**src/rtl/fp_export_result_pipe.sv**
```systemverilog
// rtl/fp_export_result_pipe.sv - two-stage IEEE special-value resolver for add/sub/mul/div results
// Optional sticky exception flags are built when FP_EXPORT_STICKY_EN is defined.
module fp_export_result_pipe #(
  parameter int EXP_W = 8,
  parameter int MAN_W = 23
) (
  input  logic                   clk,
  input  logic                   rst_n,
  input  logic                   in_valid,
  output logic                   in_ready,
  input  logic [1:0]             op,
  input  logic [EXP_W+MAN_W:0]   a,
  input  logic [EXP_W+MAN_W:0]   b,
  input  logic [EXP_W+MAN_W:0]   temp_result,
  output logic                   out_valid,
  input  logic                   out_ready,
  output logic [EXP_W+MAN_W:0]   result,
  output logic                   flag_invalid,
  output logic                   flag_dz,
  input  logic                   flag_clr,
  output logic                   sticky_invalid,
  output logic                   sticky_dz
);

  localparam int W = 1 + EXP_W + MAN_W;

  localparam logic [1:0] OP_ADD = 2'b00;
  localparam logic [1:0] OP_SUB = 2'b01;
  localparam logic [1:0] OP_MUL = 2'b10;

  localparam logic [W-1:0] QNAN = {1'b0, {(W-1){1'b1}}};

  function automatic logic [W-1:0] inf_of(input logic s);
    return {s, {EXP_W{1'b1}}, {MAN_W{1'b0}}};
  endfunction

  function automatic logic [W-1:0] zero_of(input logic s);
    return {s, {(W-1){1'b0}}};
  endfunction

  // Input classification; denormals count as zero.
  logic a_zero, a_inf, a_nan, b_zero, b_inf, b_nan;

  always_comb begin
    a_zero = (a[W-2:MAN_W] == '0);
    a_inf  = (&a[W-2:MAN_W]) && !(|a[MAN_W-1:0]);
    a_nan  = (&a[W-2:MAN_W]) &&  (|a[MAN_W-1:0]);
    b_zero = (b[W-2:MAN_W] == '0);
    b_inf  = (&b[W-2:MAN_W]) && !(|b[MAN_W-1:0]);
    b_nan  = (&b[W-2:MAN_W]) &&  (|b[MAN_W-1:0]);
  end

  logic           s1_valid;
  logic [1:0]     s1_op;
  logic [W-1:0]   s1_a, s1_b, s1_tr;
  logic           s1_a_zero, s1_a_inf, s1_a_nan;
  logic           s1_b_zero, s1_b_inf, s1_b_nan;

  logic s2_advance;
  logic out_hs;

  assign s2_advance = !out_valid || out_ready;
  assign in_ready   = !s1_valid || s2_advance;
  assign out_hs     = out_valid && out_ready;

  always_ff @(posedge clk or negedge rst_n) begin
    if (!rst_n) begin
      s1_valid  <= 1'b0;
      s1_op     <= 2'b00;
      s1_a      <= '0;
      s1_b      <= '0;
      s1_tr     <= '0;
      s1_a_zero <= 1'b0;
      s1_a_inf  <= 1'b0;
      s1_a_nan  <= 1'b0;
      s1_b_zero <= 1'b0;
      s1_b_inf  <= 1'b0;
      s1_b_nan  <= 1'b0;
    end else if (in_ready) begin
      s1_valid <= in_valid;
      if (in_valid) begin
        s1_op     <= op;
        s1_a      <= a;
        s1_b      <= b;
        s1_tr     <= temp_result;
        s1_a_zero <= a_zero;
        s1_a_inf  <= a_inf;
        s1_a_nan  <= a_nan;
        s1_b_zero <= b_zero;
        s1_b_inf  <= b_inf;
        s1_b_nan  <= b_nan;
      end
    end
  end

  logic [W-1:0] sel_result;
  logic         sel_invalid;
  logic         sel_dz;
  logic         a_s, b_s, b_eff_s, prod_s;

  always_comb begin
    sel_result  = s1_tr;
    sel_invalid = 1'b0;
    sel_dz      = 1'b0;
    a_s         = s1_a[W-1];
    b_s         = s1_b[W-1];
    b_eff_s     = (s1_op == OP_SUB) ? !b_s : b_s;
    prod_s      = a_s ^ b_s;

    if (s1_a_nan || s1_b_nan) begin
      sel_result  = QNAN;
      sel_invalid = 1'b1;
    end else if (s1_op == OP_ADD || s1_op == OP_SUB) begin
      if (s1_a_inf && s1_b_inf) begin
        if (a_s == b_eff_s) begin
          sel_result = inf_of(a_s);
        end else begin
          sel_result  = QNAN;
          sel_invalid = 1'b1;
        end
      end else if (s1_a_inf) begin
        sel_result = inf_of(a_s);
      end else if (s1_b_inf) begin
        sel_result = inf_of(b_eff_s);
      end else if (s1_a_zero && s1_b_zero) begin
        sel_result = zero_of(a_s & b_eff_s);
      end else if (s1_a_zero) begin
        sel_result = {b_eff_s, s1_b[W-2:0]};
      end else if (s1_b_zero) begin
        sel_result = s1_a;
      end
    end else if (s1_op == OP_MUL) begin
      if ((s1_a_zero && s1_b_inf) || (s1_a_inf && s1_b_zero)) begin
        sel_result  = QNAN;
        sel_invalid = 1'b1;
      end else if (s1_a_inf || s1_b_inf) begin
        sel_result = inf_of(prod_s);
      end else if (s1_a_zero || s1_b_zero) begin
        sel_result = zero_of(prod_s);
      end
    end else begin
      // inf/0 falls under inf/x, so only a finite nonzero dividend raises dz.
      if ((s1_a_zero && s1_b_zero) || (s1_a_inf && s1_b_inf)) begin
        sel_result  = QNAN;
        sel_invalid = 1'b1;
      end else if (s1_a_inf) begin
        sel_result = inf_of(prod_s);
      end else if (s1_b_zero) begin
        sel_result = inf_of(prod_s);
        sel_dz     = 1'b1;
      end else if (s1_a_zero || s1_b_inf) begin
        sel_result = zero_of(prod_s);
      end
    end
  end

  always_ff @(posedge clk or negedge rst_n) begin
    if (!rst_n) begin
      out_valid    <= 1'b0;
      result       <= '0;
      flag_invalid <= 1'b0;
      flag_dz      <= 1'b0;
    end else if (s2_advance) begin
      out_valid <= s1_valid;
      if (s1_valid) begin
        result       <= sel_result;
        flag_invalid <= sel_invalid;
        flag_dz      <= sel_dz;
      end
    end
  end

`ifdef FP_EXPORT_STICKY_EN
  // A flag raised by the handshake beats a simultaneous clear.
  always_ff @(posedge clk or negedge rst_n) begin
    if (!rst_n) begin
      sticky_invalid <= 1'b0;
      sticky_dz      <= 1'b0;
    end else begin
      if (out_hs && flag_invalid) sticky_invalid <= 1'b1;
      else if (flag_clr)          sticky_invalid <= 1'b0;
      if (out_hs && flag_dz)      sticky_dz <= 1'b1;
      else if (flag_clr)          sticky_dz <= 1'b0;
    end
  end
`else
  logic unused_sticky_inputs;
  assign unused_sticky_inputs = flag_clr ^ out_hs;
  assign sticky_invalid = 1'b0;
  assign sticky_dz      = 1'b0;
`endif

endmodule

```
**config.mk**
```make
export PLATFORM = sky130hd
export DESIGN_NAME = fp_export_result_pipe
export DESIGN_NICKNAME = d
export VERILOG_FILES = /design/src/rtl/fp_export_result_pipe.sv
export SDC_FILE = /design/constraint.sdc
export NUM_CORES = 1
export LEC_CHECK = 0
export BUFFER_PORTS_ARGS = -buffer_cell sky130_fd_sc_hd__buf_2
export CAP_MARGIN = 20
export CORE_MARGIN = 3
export CORE_UTILIZATION = 47
export CTS_BUF_LIST = sky130_fd_sc_hd__clkbuf_4 sky130_fd_sc_hd__clkbuf_8
export DETAILED_ROUTE_END_ITERATION = 10
export GPL_ROUTABILITY_DRIVEN = 0
export PLACE_DENSITY_LB_ADDON = 0.2
export SYNTH_ARGS = -nofsm -noshare
export SYNTH_HDL_FRONTEND = slang
export SYNTH_SLANG_ARGS = --single-unit
```
**constraint.sdc**
```tcl
create_clock -name clk -period 3.95 [get_ports clk]
set_input_delay 0.5925 -clock clk [delete_from_list [all_inputs] [get_ports clk]]
set_output_delay 0.5925 -clock clk [all_outputs]
set_load 0.05 [all_outputs]
```
==> results.sh, run 1 <==
export IMPL_grt_util_all_layers_pct=20.73
export IMPL_clkTransAtPathRegs_ns=0.08
export IMPL_clk_latency_ns=0.44
export IMPL_vias_per_cell=5.412
export IMPL_yosysSeqAreaShare_pct=54.70
export IMPL_critPathRequiredTime_ns=4.24
export IMPL_cp_slowest_cell="dfrtp_1"
export IMPL_antenna_found_initial=3
export IMPL_wl_per_cell_um=18.01
export IMPL_cts_setup_buffers=0
export IMPL_ir_drop_mv=0.3446
export IMPL_yosysMostFrequentCell="dfrtp_1"
export IMPL_diodes=0
export IMPL_cp_common_cell="buf_4"
export IMPL_clock_sinks=140
export IMPL_hold_violations=0
export IMPL_ys_async_sr_fraction_pct=100.0
export IMPL_drt_first_pass_iters=4
export IMPL_drc=0
export IMPL_cts_tree="built"
export IMPL_synth_edf_count=0
export IMPL_grt_max_degree=78
export IMPL_multi_input_area_sq_um=2635
export IMPL_p_total_mw=4.069
export IMPL_synth_commonest_cells="dfrtp_1, mux2_2, nand2_1"
export IMPL_whs_ns=0.1275
export IMPL_setup_tns_final_ns=0
export IMPL_hpwl_mm=10.36
export IMPL_fin_worst_skew_ns=0.009632
export IMPL_worst_pin_slew_ns=0.9288
export IMPL_max_cap_violations=0
export IMPL_slew_violations=0
export IMPL_drive_gt1_share_pct=46.47
export IMPL_end_kind="flop"
export IMPL_power_density_nw_per_um2=533.5
export IMPL_max_stage_delay_ns=0.56
export IMPL_start_util_pct=48.17
export IMPL_synthTopCellsByArea="dfrtp_1, mux2_2, o22a_2"
export IMPL_setup_viol=0
export IMPL_fp_row_count=42
export IMPL_h_tree_depth=4
export IMPL_die_w_um=122.7
export IMPL_die_area_sq_um=15060
export IMPL_synth_ff_type="dfrtp_1"
export IMPL_n_fill_cell=1131
export IMPL_post_cts_resized=0
export IMPL_hold_buffers=0
export IMPL_critical_path_class="reg2reg"
export IMPL_ant_nets=0
export IMPL_regArea_sq_um=3503
export IMPL_status="finished clean"
export IMPL_worst_path_max_fanout=31
export IMPL_nets=743
export IMPL_hp_class="in2async"
export IMPL_start_kind="flop"
export IMPL_synth_top_area_cell="dfrtp_1"
export IMPL_rsz0062_at_grt="false"
export IMPL_coreArea_sq_um=13300
export IMPL_synth_seq_cells=140
export IMPL_worst_slack_ns=1.588
export IMPL_drtIter0Drc=254
export IMPL_avgSynthCellArea_sq_um=12.49
export IMPL_final_period_utilization_pct=59.79
export IMPL_cp_data_arrival_time_ns=2.65
export IMPL_synthCells=513
export IMPL_syn2layout_area_growth_pct=19.09
export IMPL_p_leak_nw=3.323
export IMPL_yosysTopAreaCellShare_pct=54.70
export IMPL_path_cells="buf_4 > nor4_4 > buf_4 > mux2_2 > a41oi_1 > o21ai_0"
export IMPL_grt_pass1_vias=4546
export IMPL_relSlewSlack_pct=38.08
export IMPL_netlist_area_sq_um=6405
export IMPL_max_freq_mhz=423.4
export IMPL_fin_cells=828
export IMPL_dp_cells=796
export IMPL_pin_count=141
export IMPL_clockRootBuffer="clkbuf_8"
export IMPL_cts_buffer_depth=2
export IMPL_period_minus_slack_ns=2.362
export IMPL_netlist_cell_type_count=47
export IMPL_dpl_worst_slack_ns=1.417
export IMPL_yosysWarnings=0
export IMPL_cts_buffers=17
export IMPL_drt_total_wl_mm=14.92
export IMPL_grt_ovfl_total=0
export IMPL_vias=4481
export IMPL_grt_pass1_wl_mm=23.78
export IMPL_die_height_um=122.7
export IMPL_portBuffers=137
[final cells by class]
class / instances / area share (%)
clock buffer: 18 / 3.248
clock inverter: 14 / 3.150
inverter: 1 / 0.04921
multi-input combinational: 335 / 34.55
sequential: 140 / 45.93
tap: 176 / 2.887
timing repair buffer: 144 / 10.19
[layout by cell type, fill, tap and decap left out, types with 4 or more instances in the layout]
| cell | n |
|---|---|
| o22a_2 | 18 |
| o21ai_1 | 18 |
| nor2_1 | 13 |
| o211ai_1 | 9 |
| a21oi_1 | 18 |
| nor3_1 | 5 |
| or2b_1 | 7 |
| o21ai_0 | 7 |
| a22oi_1 | 23 |
| nor2b_1 | 9 |
| nand2_1 | 37 |
| mux2i_1 | 4 |
| buf_2 | 136 |
| nand2b_1 | 12 |
| bufinv_16 | 6 |
| nand4_1 | 7 |
| o22a_1 | 6 |
| dfrtp_1 | 140 |
| mux2_2 | 99 |
| clkbuf_8 | 18 |
| buf_4 | 4 |
| nor4_1 | 14 |
[report_power, final]
part           switching (mW)  internal, mW  leakage [nW]
clock network           0.561         0.836         0.240
logic                   0.546         0.337          1.45
registers               0.130          1.66          1.63
total                    1.24          2.83          3.32
[through the flow]
step,instance area (sq um),util [%]
floorplan,6409,-
global placement,7124,53.59
detailed placement,7139,53.70
CTS,7627,57.37
global route,7627,57.37
finish,7627,57.37
[logic make-up after synthesis]
family / share of synthesized area [%]
AO/OA/AOI/OAI: 12.48
other: 0.05855
AND/OR/NAND/NOR: 9.845
XOR/XNOR: 0.2735
flip-flops: 54.70
adder cells (fa/ha/maj): 0.1953
buffers and inverters: 4.415
multiplexers: 18.03
[layer usage]
layer / track usage (%) / up-vias / wire [um]
li1: - / 2127 / -
met1: 27.07 / 2217 / 6522
met2: 33.07 / 109 / 7285
met3: 6.359 / 22 / 872
met4: 6.788 / 6 / 208
met5: 0 / - / 27
[worst paths after layout]
kind | from | endpoint | slack, ns | cells after the start
setup / recovery | s1_a_zero$_DFFE_PN0P_ | result[31]$_DFFE_PN0P_ | 1.59 | 6
hold / removal | rst_n | result[28]$_DFFE_PN0P_ | 0.13 | 1
setup reg to reg | s1_a_zero$_DFFE_PN0P_ | result[31]$_DFFE_PN0P_ | 1.59 | 6
hold reg to reg | s1_a_nan$_DFFE_PN0P_ | s1_a_nan$_DFFE_PN0P_ | 0.49 | 2
max in group asynchronous | rst_n | s1_tr[15]$_DFFE_PN0P_ | 3.01 | 2
min in group clk | temp_result[19] | s1_tr[19]$_DFFE_PN0P_ | 0.38 | 2
[critical path: cells and delay by family, from the launching register on]
family / cells / cell delay, ns
buffers and inverters: 2 / 0.69
DFF: 1 / 0.56
AOI/OAI and AO/OA: 2 / 0.39
muxes: 1 / 0.37
and+or+nand+nor: 1 / 0.17
[registers in the layout, summed over array words and instances, names as in the netlist]
name          cells
flag_dz           1
flag_invalid      1
out_valid         1
result           32
s1_a             32
s1_a_inf          1
s1_a_nan          1
s1_a_zero         1
s1_b             32
s1_b_inf          1
s1_b_nan          1
s1_b_zero         1
s1_op             2
s1_tr            32
s1_valid          1
(Power assumes the default switching activity.)
==> run 2, diff against run 1 <==
==> constraint.sdc (replaced) <==
create_clock -name clk -period 2.3 [get_ports clk]
set_input_delay 0.345 -clock clk [delete_from_list [all_inputs] [get_ports clk]]
set_output_delay 0.345 -clock clk [all_outputs]
set_load 0.05 [all_outputs]
==> run 2 against run 1 <==
Net effect:
- clock skew rose by 0.0067 ns
- die area did not move
- total power rose by 60%
- cell area fell by 0.30%
- largest cell class unchanged
- first-iteration DRC count rose by 19%
- sequential share of layout area rose by 0.15 points
- fmax rose by 26%
- wire length rose by 2.2%
- core utilization fell by 0.17 points
- sequential power rose by 71%
- global-route usage rose by 0.36 points
- critical endpoint is now result[12]$_DFFE_PN0P_
- critical path depth rose by 1
==> results.sh, run 2 (synthesis gave the netlist of run 1 again) <==
export IMPL_status="finished clean"
export IMPL_setup_tns_final_ns=0
export IMPL_drt_total_wl_mm=15.24
export IMPL_n_fill_cell=1125
export IMPL_start_util_pct=48.17
export IMPL_rsz0062_at_grt="false"
export IMPL_dpl_worst_slack_ns=0.4377
export IMPL_syn2layout_area_growth_pct=18.73
export IMPL_h_tree_depth=4
export IMPL_cts_setup_buffers=0
export IMPL_max_stage_delay_ns=0.51
export IMPL_drive_gt1_share_pct=47.20
export IMPL_setup_viol=0
export IMPL_die_area_sq_um=15060
export IMPL_vias_per_cell=5.490
export IMPL_p_leak_nw=3.323
export IMPL_hold_path_depth=2
export IMPL_cts_buffer_depth=2
export IMPL_whs_ns=0.1296
export IMPL_hpwl_mm=11.00
export IMPL_reg2reg_slack_ns=0.42
export IMPL_clockRootBuffer="clkbuf_8"
export IMPL_drtIter0Drc=301
export IMPL_antenna_found_initial=4
export IMPL_fin_cells=839
export IMPL_clk_latency_ns=0.44
export IMPL_utilization_pct=57.20
export IMPL_period_minus_slack_ns=1.876
export IMPL_grt_max_degree=58
export IMPL_rr_endpoint="result[12]$_DFFE_PN0P_"
export IMPL_critPathRequiredTime_ns=2.63
export IMPL_reg2reg_from="s1_op[0]$_DFFE_PN0P_"
export IMPL_hp_class="in2reg"
export IMPL_grt_pass1_vias=4867
export IMPL_grt_ovfl_total=0
export IMPL_grt_pass1_wl_mm=24.38
export IMPL_max_freq_mhz=533.2
export IMPL_drt_first_pass_iters=4
export IMPL_die_w_um=122.7
export IMPL_final_period_utilization_pct=81.55
export IMPL_cts_buffers=17
export IMPL_die_height_um=122.7
export IMPL_grt_util_all_layers_pct=21.09
export IMPL_dp_cells=806
export IMPL_worst_slack_ns=0.4244
export IMPL_nets=754
export IMPL_ant_nets=0
export IMPL_start_kind="flop"
export IMPL_max_cap_violations=0
export IMPL_ir_drop_mv=0.6348
export IMPL_critical_path_class="reg2reg"
export IMPL_cts_tree="built"
export IMPL_final_cell_mix="dfrtp_1, buf_2, mux2_2, nand2_1, a22oi_1"
export IMPL_vias=4606
export IMPL_end_kind="flop"
export IMPL_min_to="s1_tr[3]$_DFFE_PN0P_"
export IMPL_path_cells="nand2b_1 > xnor2_1 > ha_1 > nand4b_1 > nand3_1 > buf_4 > o22a_2"
export IMPL_wl_per_cell_um=18.16
export IMPL_fp_row_count=42
export IMPL_coreArea_sq_um=13300
export IMPL_cp_slowest_cell="dfrtp_1"
export IMPL_pin_count=141
export IMPL_min_from="temp_result[3]"
export IMPL_clkTransAtPathRegs_ns=0.08
export IMPL_portBuffers=137
export IMPL_final_common_cell="dfrtp_1"
export IMPL_clock_sinks=140
export IMPL_slew_violations=0
export IMPL_power_density_nw_per_um2=855.1
export IMPL_fin_worst_skew_ns=0.01632
export IMPL_drc=0
export IMPL_worst_path_max_fanout=24
export IMPL_rr_worst_depth=7
export IMPL_hold_violations=0
export IMPL_cp_data_arrival_time_ns=2.20
==> run 2: final cells by class <==
cell class / instances / area, sq um / share of cell area [%]
multi-input cells: 335 / 2635 / 34.65
clock buffers: 19 / 249.0 / 3.274
well taps: 176 / 220.2 / 2.896
diodes: 2 / 5.005 / 0.06581
inverters: 1 / 3.754 / 0.04936
clock inverters: 11 / 120.1 / 1.579
repair buffers: 155 / 867.1 / 11.40
flip-flops and latches: 140 / 3505 / 46.08
==> run 2: layer usage <==
metal	vias up	GRT usage [%]	routed length, um
li1	2148	-	-
met1	2279	25.56	6327
met2	145	35.50	7565
met3	30	6.452	945
met4	4	7.768	370
met5	-	0	27
==> run 2: worst max-delay path by stage <==
stage                                startpoint                     end  slack [ns]  cells after the start
final                      s1_op[0]$_DFFE_PN0P_  result[12]$_DFFE_PN0P_        0.42                      7
after global placement                out_ready     s1_a[8]$_DFFE_PN0P_        0.47                      5
after CTS                  s1_b_inf$_DFFE_PN0P_   result[0]$_DFFE_PN0P_        0.43                      4
after global routing       s1_b_inf$_DFFE_PN0P_   result[0]$_DFFE_PN0P_        0.33                      4
after floorplan           out_valid$_DFFE_PN0P_     s1_a[0]$_DFFE_PN0P_        0.14                      5
after detailed placement              out_ready     s1_b[9]$_DFFE_PN0P_        0.44                      5
==> run 2: critical path, delay by kind of cell (launching register included) <==
kind                     cells  cell delay (ns)
XOR/XNOR                     1             0.22
AO/OA/AOI/OAI                1             0.24
flip-flops                   1             0.51
buffers and inverters        1             0.24
adder cells (fa/ha/maj)      1             0.27
AND/OR/NAND/NOR              3             0.29
==> run 2: per-stage QoR <==
stage               power (mW)  instance area, sq um
global placement         4.622                  7221
global route             6.830                  7605
detailed placement       4.675                  7221
finish                   6.503                  7605
floorplan                4.198                  6410
CTS                      6.577                  7600
==> run 2: power by group <==
group | leakage [nW] | switching (mW) | internal [mW]
sequential | 1.63 | 0.214 | 2.85
clock | 0.185 | 0.917 | 0.972
combinational | 1.51 | 0.956 | 0.595
total | 3.32 | 2.09 | 4.42
==> run 2: timing repair <==
item / 4_1_cts / 5_1_grt
setup endpoints to repair: 0 / 0
hold endpoints to repair: 32 / 0
hold buffers: 1 / 0
gates resized for setup: 0 / 0
